$ cat config.mk
export PLATFORM = sky130hd
export DESIGN_NAME = regfile_scoreboard
export DESIGN_NICKNAME = d
export VERILOG_FILES = /design/src/rtl/cpu_pkg.sv /design/src/rtl/sb_counter.sv /design/src/rtl/regfile_scoreboard.sv
export SDC_FILE = /design/constraint.sdc
export NUM_CORES = 1
export LEC_CHECK = 0
export CAP_MARGIN = 20
export CORE_MARGIN = 4
export CORE_UTILIZATION = 55
export CTS_BUF_LIST = sky130_fd_sc_hd__clkbuf_8 sky130_fd_sc_hd__clkbuf_16
export CTS_CLUSTER_SIZE = 20
export DETAILED_ROUTE_END_ITERATION = 6
export PLACE_DENSITY = 0.82
export SETUP_SLACK_MARGIN = 0.15
export SLEW_MARGIN = 20
export SYNTH_ARGS = -nofsm -noshare
export SYNTH_HDL_FRONTEND = slang
export SYNTH_HIERARCHICAL = 1
export SYNTH_SLANG_ARGS = --single-unit
$ cat constraint.sdc
create_clock -name clk -period 3.6 [get_ports clk]
set_input_delay 0.36 -clock clk [delete_from_list [all_inputs] [get_ports clk]]
set_output_delay 0.36 -clock clk [all_outputs]
set_load 0.05 [all_outputs]
$ cat src/rtl/cpu_pkg.sv
// Shared register-file types for the issue scoreboard: register index,
// architectural constants and the write-set descriptor used by issue and writeback.
package cpu_pkg;

   localparam int NREG = 8;

   typedef logic [$clog2(NREG)-1:0] reg_idx_t;

   localparam reg_idx_t OVF_REG = reg_idx_t'(7);

   typedef struct packed {
      reg_idx_t dest;
      logic     wr;
      logic     ovf;
   } wr_set_t;

   // One-hot-or mask of registers touched by a write set; dest == OVF_REG collapses to one bit.
   function automatic logic [NREG-1:0] set_mask(input wr_set_t ws);
      logic [NREG-1:0] m;
      m = '0;
      if (ws.wr)  m[ws.dest] = 1'b1;
      if (ws.ovf) m[OVF_REG] = 1'b1;
      return m;
   endfunction

endpackage

$ cat src/rtl/sb_counter.sv
// One per-register pending-write counter: up on issue, down on retire, cleared by flush.
module sb_counter #(
   parameter int CNT_W = 2
) (
   input  logic clk,
   input  logic rst_n,
   input  logic inc_i,
   input  logic dec_i,
   input  logic clr_i,
   output logic nz_o,
   output logic one_o,
   output logic full_o,
   output logic underflow_o
);

   logic [CNT_W-1:0] cnt_q, cnt_d;

   assign nz_o        = |cnt_q;
   assign one_o       = (cnt_q == CNT_W'(1));
   assign full_o      = &cnt_q;
   // Simultaneous inc/dec nets to zero change, so it can never underflow.
   assign underflow_o = dec_i & ~inc_i & ~clr_i & ~nz_o;

   always_comb begin
      cnt_d = cnt_q;
      if (clr_i)
         cnt_d = '0;
      else if (inc_i && !dec_i && !full_o)
         cnt_d = cnt_q + CNT_W'(1);
      else if (dec_i && !inc_i && nz_o)
         cnt_d = cnt_q - CNT_W'(1);
   end

   always_ff @(posedge clk or negedge rst_n) begin
      if (!rst_n) cnt_q <= '0;
      else        cnt_q <= cnt_d;
   end

endmodule

$ cat src/rtl/regfile_scoreboard.sv
// Issue-stage scoreboard: tracks in-flight register writes, holds issue on RAW
// hazards or counter saturation, counts stall cycles and flags retire underflow.
module regfile_scoreboard
   import cpu_pkg::*;
#(
   parameter int CNT_W     = 2,
   parameter bit WB_BYPASS = 1'b1,
   parameter int PERF_W    = 16
) (
   input  logic              clk,
   input  logic              rst_n,
   input  logic              flush_i,
   input  logic              iss_valid_i,
   input  logic [2:0]        iss_src1_i,
   input  logic [2:0]        iss_src2_i,
   input  logic              iss_use1_i,
   input  logic              iss_use2_i,
   input  logic [2:0]        iss_dest_i,
   input  logic              iss_wr_i,
   input  logic              iss_ovf_i,
   input  logic [2:0]        wb_dest_i,
   input  logic              wb_wr_i,
   input  logic              wb_ovf_i,
   output logic              iss_ready_o,
   output logic              stall_o,
   output logic [NREG-1:0]   pending_o,
   output logic [PERF_W-1:0] stall_cnt_o,
   output logic              err_o
);

   // Handshake: an instruction issues on a cycle where iss_valid_i && iss_ready_o;
   // iss_ready_o is combinational and never depends on iss_valid_i.
   wr_set_t         iss_ws, wb_ws;
   logic [NREG-1:0] iss_set, ret_set;
   logic [NREG-1:0] nz, one, full, unf, inc, dec;
   logic            busy1, busy2, raw, struct_blk, fire;
   logic [PERF_W-1:0] stall_cnt_q, stall_cnt_d;
   logic            err_q, err_d;

   assign iss_ws  = '{dest: iss_src_dest(iss_dest_i), wr: iss_wr_i, ovf: iss_ovf_i};
   assign wb_ws   = '{dest: iss_src_dest(wb_dest_i), wr: wb_wr_i, ovf: wb_wr_i & wb_ovf_i};
   assign iss_set = set_mask(iss_ws);
   assign ret_set = set_mask(wb_ws);

   function automatic reg_idx_t iss_src_dest(input logic [2:0] v);
      return reg_idx_t'(v);
   endfunction

   // The register file writes on negedge, so a last in-flight write retiring now is readable.
   always_comb begin
      busy1 = nz[iss_src1_i];
      busy2 = nz[iss_src2_i];
      if (WB_BYPASS) begin
         if (ret_set[iss_src1_i] && one[iss_src1_i]) busy1 = 1'b0;
         if (ret_set[iss_src2_i] && one[iss_src2_i]) busy2 = 1'b0;
      end
   end

   assign raw         = (iss_use1_i & busy1) | (iss_use2_i & busy2);
   assign struct_blk  = |(iss_set & full & ~ret_set);
   assign iss_ready_o = ~flush_i & ~raw & ~struct_blk;
   assign stall_o     = iss_valid_i & ~iss_ready_o;
   assign fire        = iss_valid_i & iss_ready_o;
   assign inc         = fire ? iss_set : '0;
   assign dec         = flush_i ? '0 : ret_set;

   for (genvar r = 0; r < NREG; r++) begin : g_cnt
      sb_counter #(.CNT_W(CNT_W)) u_cnt (
         .clk         (clk),
         .rst_n       (rst_n),
         .inc_i       (inc[r]),
         .dec_i       (dec[r]),
         .clr_i       (flush_i),
         .nz_o        (nz[r]),
         .one_o       (one[r]),
         .full_o      (full[r]),
         .underflow_o (unf[r])
      );
   end

   assign pending_o = nz;

   always_comb begin
      stall_cnt_d = stall_cnt_q;
      if (stall_o && !(&stall_cnt_q)) stall_cnt_d = stall_cnt_q + PERF_W'(1);
      err_d = err_q | (|unf);
   end

   always_ff @(posedge clk or negedge rst_n) begin
      if (!rst_n) begin
         stall_cnt_q <= '0;
         err_q       <= 1'b0;
      end else begin
         stall_cnt_q <= stall_cnt_d;
         err_q       <= err_d;
      end
   end

   assign stall_cnt_o = stall_cnt_q;
   assign err_o       = err_q;

endmodule
Word-level counts from Yosys, hierarchy flattened
Cells that the tools add are included.

word-level totals
  output and inout bits = 27
  word-level logic and storage cells = 234
  input port bits = 22
  register bits after elaboration = 33

cells by class
  mux-type cells = 48
  reduce and logical (&&, ||, !) cells = 89
  magnitude comparators = 6
  eq/ne operators = 8
  bitwise operators = 56
  add/subtract/negate cells = 17

operators by type and width
  cell                     number
  $mux W2                  24
  $logic_and A1 B1 Y1      37
  $mux W8                  4
  $and A1 B1 Y1            31
  $logic_not A1 Y1         25
  $reduce_bool A3 Y1       8
  $not A1 Y1               20
  $bmux W1 S3              6
  $add A16 B1 Y16 const B  1
  $add A2 B1 Y2 const B    8
  $and A8 B8 Y8            2
  $eq A2 B1 Y1 const B     8
  $lt A3 B4 Y1 const B     4
  $reduce_and A16 Y1       1
  $reduce_and A2 Y1        8
  $reduce_or A2 Y1         8
  $reduce_or A8 Y1         2
  $sub A2 B1 Y2 const B    8
  $mux W1                  12
  $not A8 Y8               1
  $demux W1 S3             2
  $ge A3 B1 Y1 const B     2
  $or A1 B1 Y1             2

Logic depth before layout (Yosys ltp)
  word-level depth = 23
  gate-level depth with buffers = 14
  depth with buffers taken out = 13

Hierarchy
Netlist, hierarchy kept.

modules (own cells, without submodules)
  module                            sequential area each (µm²)  area an instance (µm²)  cells each  instances
  regfile_scoreboard                425.4                       1522.7                  191         1
  sb_counter at g_cnt[0].u_cnt ...  50.0                        191.4                   21          7
  sb_counter at g_cnt[2].u_cnt      50.0                        177.7                   18          1

Worst setup path before layout
OpenSTA, ideal clock, no wires.

  kind = reg2out
  from = reg g_cnt[0].u_cnt.cnt_q[0]
  to = out stall_o
  arrival time = 3.176 ns
  buffers on the path = 2
  stages on the path, launching flop included = 13
  slack = 0.064 ns
  path through = dfrtp_1 -> inv_1 -> ha_1 -> inv_1 -> inv_1 -> a211oi_1 -> o41ai_1 -> nor4_1 -> a211o_1 -> buf_6 -> clkbuf_1 -> inv_1 -> nor2_1

on the way
  elaborated cells on any way between the ends = 27
  those cells by class = 1 x eq/ne; 10 x mux; 11 x bitwise; 5 x reduce/logical

RTL lines
  element                                line                                                text
  start, declared                        sb_counter.sv:16                                    logic [CNT_W-1:0] cnt_q, cnt_d;
  start signal, assigned                 sb_counter.sv:36                                    else cnt_q <= cnt_d;
  $reduce_or A2 Y1 *                     sb_counter.sv:18                                    assign nz_o = |cnt_q;
  net pending_o[0]                       regfile_scoreboard.sv:26                            output logic [NREG-1:0] pending_o,
  $bmux W1 S3, on equally long branches  regfile_scoreboard.sv:51, regfile_scoreboard.sv:52
  $mux W1, on equally long branches      regfile_scoreboard.sv:51, regfile_scoreboard.sv:52
  $mux W1, on equally long branches      regfile_scoreboard.sv:54, regfile_scoreboard.sv:55
  $and A1 B1 Y1                          regfile_scoreboard.sv:59                            assign raw = (iss_use1_i & busy1) | (iss_use2_i & busy2);
  $or A1 B1 Y1 *                         regfile_scoreboard.sv:59
  $not A1 Y1 *                           regfile_scoreboard.sv:61                            assign iss_ready_o = ~flush_i & ~raw & ~struct_blk;
  $and A1 B1 Y1 * (2 in series)          regfile_scoreboard.sv:61
  net iss_ready_o                        regfile_scoreboard.sv:24                            output logic iss_ready_o,
  $not A1 Y1 *                           regfile_scoreboard.sv:62                            assign stall_o = iss_valid_i & ~iss_ready_o;
  $and A1 B1 Y1 *                        regfile_scoreboard.sv:62
  end, declared                          regfile_scoreboard.sv:25                            output logic stall_o,

Mark *: on every way through the listed nets, which the timed path passes. The rest lies on a longest branch. The select of a mux whose other input is x is not followed.

Final worst setup path
  from = in iss_dest_i[1]
  to = reg err_q, in the netlist err_o

on the way
  longest elaborated chain between the ends = 19
  elaborated cells on any way between the ends = 48
  those cells by class = 2 x order compare; 5 x mux; 38 x bitwise; 3 x reduce/logical

ends and longest elaborated chain
  element                                                             line                      text
  start, declared                                                     regfile_scoreboard.sv:18  input logic [2:0] iss_dest_i,
  $lt A3 B4 Y1 (implied by the code) or $ge A3 B1 Y1 (tied branches)  cpu_pkg.sv:21             if (ws.wr) m[ws.dest] = 1'b1;
  $logic_and A1 B1 Y1 (implied by the code)                           cpu_pkg.sv:21
  $mux W1 (implied by the code)                                       cpu_pkg.sv:21
  $demux W1 S3 *                                                      cpu_pkg.sv:21
  $mux W8 *                                                           cpu_pkg.sv:21
  $mux W1                                                             cpu_pkg.sv:22             if (ws.ovf) m[OVF_REG] = 1'b1;
  $and A8 B8 Y8 (2 in series)                                         regfile_scoreboard.sv:60  assign struct_blk = |(iss_set & full & ~ret_set);
  $reduce_or A8 Y1                                                    regfile_scoreboard.sv:60
  (+3 left out)                                                       n/a
  $mux W8 *                                                           regfile_scoreboard.sv:64  assign inc = fire ? iss_set : '0;
  net inc[2]                                                          regfile_scoreboard.sv:35  logic [NREG-1:0] nz, one, full, unf, inc, dec;
  $not A1 Y1 *                                                        sb_counter.sv:22          assign underflow_o = dec_i & ~inc_i & ~clr_i & ~nz_o;
  $and A1 B1 Y1 * (3 in series)                                       sb_counter.sv:22
  net unf[2]                                                          regfile_scoreboard.sv:35
  $reduce_or A8 Y1 *                                                  regfile_scoreboard.sv:86  err_d = err_q | (|unf);
  $or A1 B1 Y1 *                                                      regfile_scoreboard.sv:86
  net err_d                                                           regfile_scoreboard.sv:38  logic err_q, err_d;
  end signal, assigned                                                regfile_scoreboard.sv:95  err_q <= err_d;
  end, declared                                                       regfile_scoreboard.sv:38

Mark *: on every way through the listed nets, which the timed path passes. The rest lies on a longest branch.
A chain may end at the register's enable or synchronous reset.

==> results_dict.tcl <==
set metrics [dict create \
    drive_gt1_frac 0.186 \
    crit_type "primary input to flop" \
    routed_wire_length_per_instance_um 17.5 \
    setup.reg_to_reg.worst_slack_ns 0.23 \
    synthesis.nets 403 \
    slew_headroom 0.315 \
    firstDrtPassIters 6 \
    worst-endpoint-required_ns 3.76 \
    dp_hpwl_um 6440 \
    clkSinkCount 33 \
    grt_max_degree 34 \
    outcome "finished clean" \
    critPathLaunchType "primary input" \
    cells_after_synthesis 356 \
    finalWeightedCongestion 0.916 \
    count_of_different_cell_masters_after_synthesis 51 \
    ant_nets 0 \
    cts.path.max_buffers 2 \
    timing.critical_path.arrival_ns 3.56 \
    globalRouteMet1Util 0.349 \
    average_size_of_a_mapped_cell_um2 8.54 \
    end_kind "flop" \
    regToRegEndpoint "err_o" \
    post_synth_and_or_nand_nor_area_fraction 0.324 \
    grt-busiest-layer "met2" \
    clock_latency_ns 0.29 \
    floorplan.initialDensity 0.581 \
    report.final.hold_viol_count 0 \
    post_drt_via_cell_ratio 6.25 \
    clk_transition_reported_paths_ns 0.07 \
    timing.hold.worst.class "primary input to async pin" \
    ff2ff_path_depth 10 \
    placeableCoreArea_um2 5240 \
    synthesis.yosys.warnings 6 \
    first_iter_violations 241 \
    gr-usage-all-layers 0.281 \
    worstMarginPinSlew_ns 1.02 \
    dieWidth_um 82.4 \
    layout_common_cells "sky130_fd_sc_hd__clkdlybuf4s50_1, sky130_fd_sc_hd__buf_4, sky130_fd_sc_hd__inv_1, sky130_fd_sc_hd__dfrtp_1, sky130_fd_sc_hd__nand2_1" \
    antenna_cells_inserted 0 \
    i_o_pin_cnt 49 \
    cts_buffers 5 \
    htree_num_levels 2 \
    synth.area.mux_share 0.0123 \
    yosys_register_bits 33 \
    chipHeight_um 82.4 \
    antenna_found_initial 0 \
    power_per_cell_area_nw_per_um2 311 \
    placedInstanceArea_um2 3840 \
    fmax_ghz 0.294 \
    drv_cap 0 \
    yosys.area_share.xor_xnor 0.0403 \
    timing.clock.skew_ns 0.00637 \
    io_buffers 48 \
    fin_crit_sh 0.945 \
    wire_length_of_the_first_global_routing_pass_um 14800 \
    synth_compound_gate_area_share 0.190 \
    synth_fa_ha_area_frac 0.103 \
    cp_max_fo 4 \
    globalRouteMet2Util 0.468 \
    finalWorstPathRequiredPeriod_ns 3.40 \
    worstSetupStartpoint "iss_dest_i[1]" \
    full_die_area_um2 6780 \
    number_of_enable_type_register_cells_in_the_synthesized_netlist 0 \
    synth_ff_type "sky130_fd_sc_hd__dfrtp_1" \
    p_leak_nw 1.66 \
    synth_top_family_by_area "simple AND/OR/NAND/NOR gates" \
    asyncSetResetFlopFracSynth 1.00 \
    fillers 372 \
    detailroute.via_count 3185 \
    power.ir.vdd_worst_v 0.000570 \
    finalMaxSlewViolations 0 \
    mappedNetlistArea_um2 3040 \
    final_nets 486 \
    rsz0062_at_grt "yes" \
    final-setup-viol-count 0 \
    layout.cells.most_common "sky130_fd_sc_hd__clkdlybuf4s50_1" \
    first_global_vias 3258 \
    postRouteWirelength_um 8950 \
    detail_route.drc_violations 0 \
    grtUsageMet3 0.0542 \
    clock_tree_from_tritoncts "built" \
    critical_path.reg2reg.startpoint "g_cnt[5].u_cnt/cnt_q[0]" \
    placedCellCount 500 \
    synth_seq_area_share 0.272 \
    post_route_cell_area_um2 4060 \
    layout-area-overhead-vs-synth_pct 33.4 \
    placement_rows 26 \
    globalRoute.totalOverflow 0 \
    clock_tree.root_cell "sky130_fd_sc_hd__clkbuf_8" \
    finalNonFillerCells 510 \
]
## worst max path at each step
stage / endpoint / slack [ns] / depth (start not counted)
final: err_o / 0.20 / 11
after CTS: g_cnt[0].u_cnt/cnt_q[1] / 0.15 / 11
after global routing: g_cnt[5].u_cnt/cnt_q[0] / 0.14 / 14
after global placement: err_o / -0.21 / 11
after floorplan: g_cnt[4].u_cnt/cnt_q[0] / 0.24 / 11
after detailed placement: g_cnt[1].u_cnt/cnt_q[0] / -0.30 / 12
## cell type report
cell class                 instances  area (um^2)  area share
clock buffer                       6         82.6      0.0204
clock inverter                     2         33.8     0.00833
inverter                          32          120      0.0296
multi-input combinational        279         2120       0.522
sequential                        33          826       0.204
tap                               70         87.6      0.0216
timing repair buffer              88          790       0.195
## cells by family after synthesis
family                     count (synthesis)
and+or+nand+nor                          166
muxes                                      3
adders and majority gates                 25
AOI/OAI and AO/OA                         71
DFF                                       33
xor gates and xnor gates                  14
buffers and inverters                     44
## report_power, final
group / total (mW) / switching, mW / leakage [nW] / internal [mW]
Sequential: 0.449 / 0.0429 / 0.443 / 0.406
Clock: 0.366 / 0.143 / 0.0626 / 0.223
Combinational: 0.445 / 0.270 / 1.15 / 0.174
## critical path, cell delays in order
cell and delay [ns]:
sky130_fd_sc_hd__clkdlybuf4s50_1 0.55, sky130_fd_sc_hd__nor2b_1 0.11, sky130_fd_sc_hd__a311oi_1 0.28, sky130_fd_sc_hd__a211oi_1 0.09
sky130_fd_sc_hd__or4_1 0.53, sky130_fd_sc_hd__a211o_1 0.29, sky130_fd_sc_hd__or4b_4 0.55, sky130_fd_sc_hd__nor2_2 0.20
sky130_fd_sc_hd__nor4b_1 0.10, sky130_fd_sc_hd__nor4_1 0.37, sky130_fd_sc_hd__nand3_1 0.12
## stage by stage
step                      worst slack [ns]  TNS (ns)  total power, mW  hold slack [ns]  utilization
after global placement              -0.213     -1.41            0.881            0.467        0.734
after CTS                            0.150         0             1.26            0.484        0.769
after global routing                 0.140         0             1.31            0.507        0.774
after floorplan                      0.240         0            0.717           0.0644            -
after detailed placement            -0.296     -2.69            0.889            0.464        0.734
final                                0.199         0             1.26            0.472        0.774
## Yosys cell counts (all sizes together) (8+ instances only)
master | count | area [um^2]
inv | 32 | 120
nor4b | 11 | 96.3
a211oi | 13 | 97.6
nor2 | 13 | 48.8
nand4 | 12 | 75.1
nand3 | 12 | 60.1
nor3b | 23 | 178
xnor2 | 14 | 123
o21ai | 8 | 40.0
nand2b | 9 | 56.3
dfrtp | 33 | 826
ha | 25 | 313
nor3 | 26 | 135
a311oi | 8 | 70.1
nand2 | 29 | 109
## routing by layer
metal	part of all wire	wire length (um)	vias to the layer above
met2	0.48	4290	133
met4	0.028	250	0
met1	0.43	3820	1530
met5	0	0	-
li1	-	-	1499
met3	0.065	582	23
## timing repair
item / in CTS / in global routing
setup buffers: 2 / 0
resized for setup: 17 / 6
hold buffers: 0 / 0
endpoints found under the setup margin: 12 / 15
pin swaps: 9 / 5
## state kept, by name (all words and copies together) (netlist names)
register	cells
err_o	1
g_cnt.u_cnt/cnt_q	16
stall_cnt_o	16
Note: power is estimated with default switching activity, not from simulation.
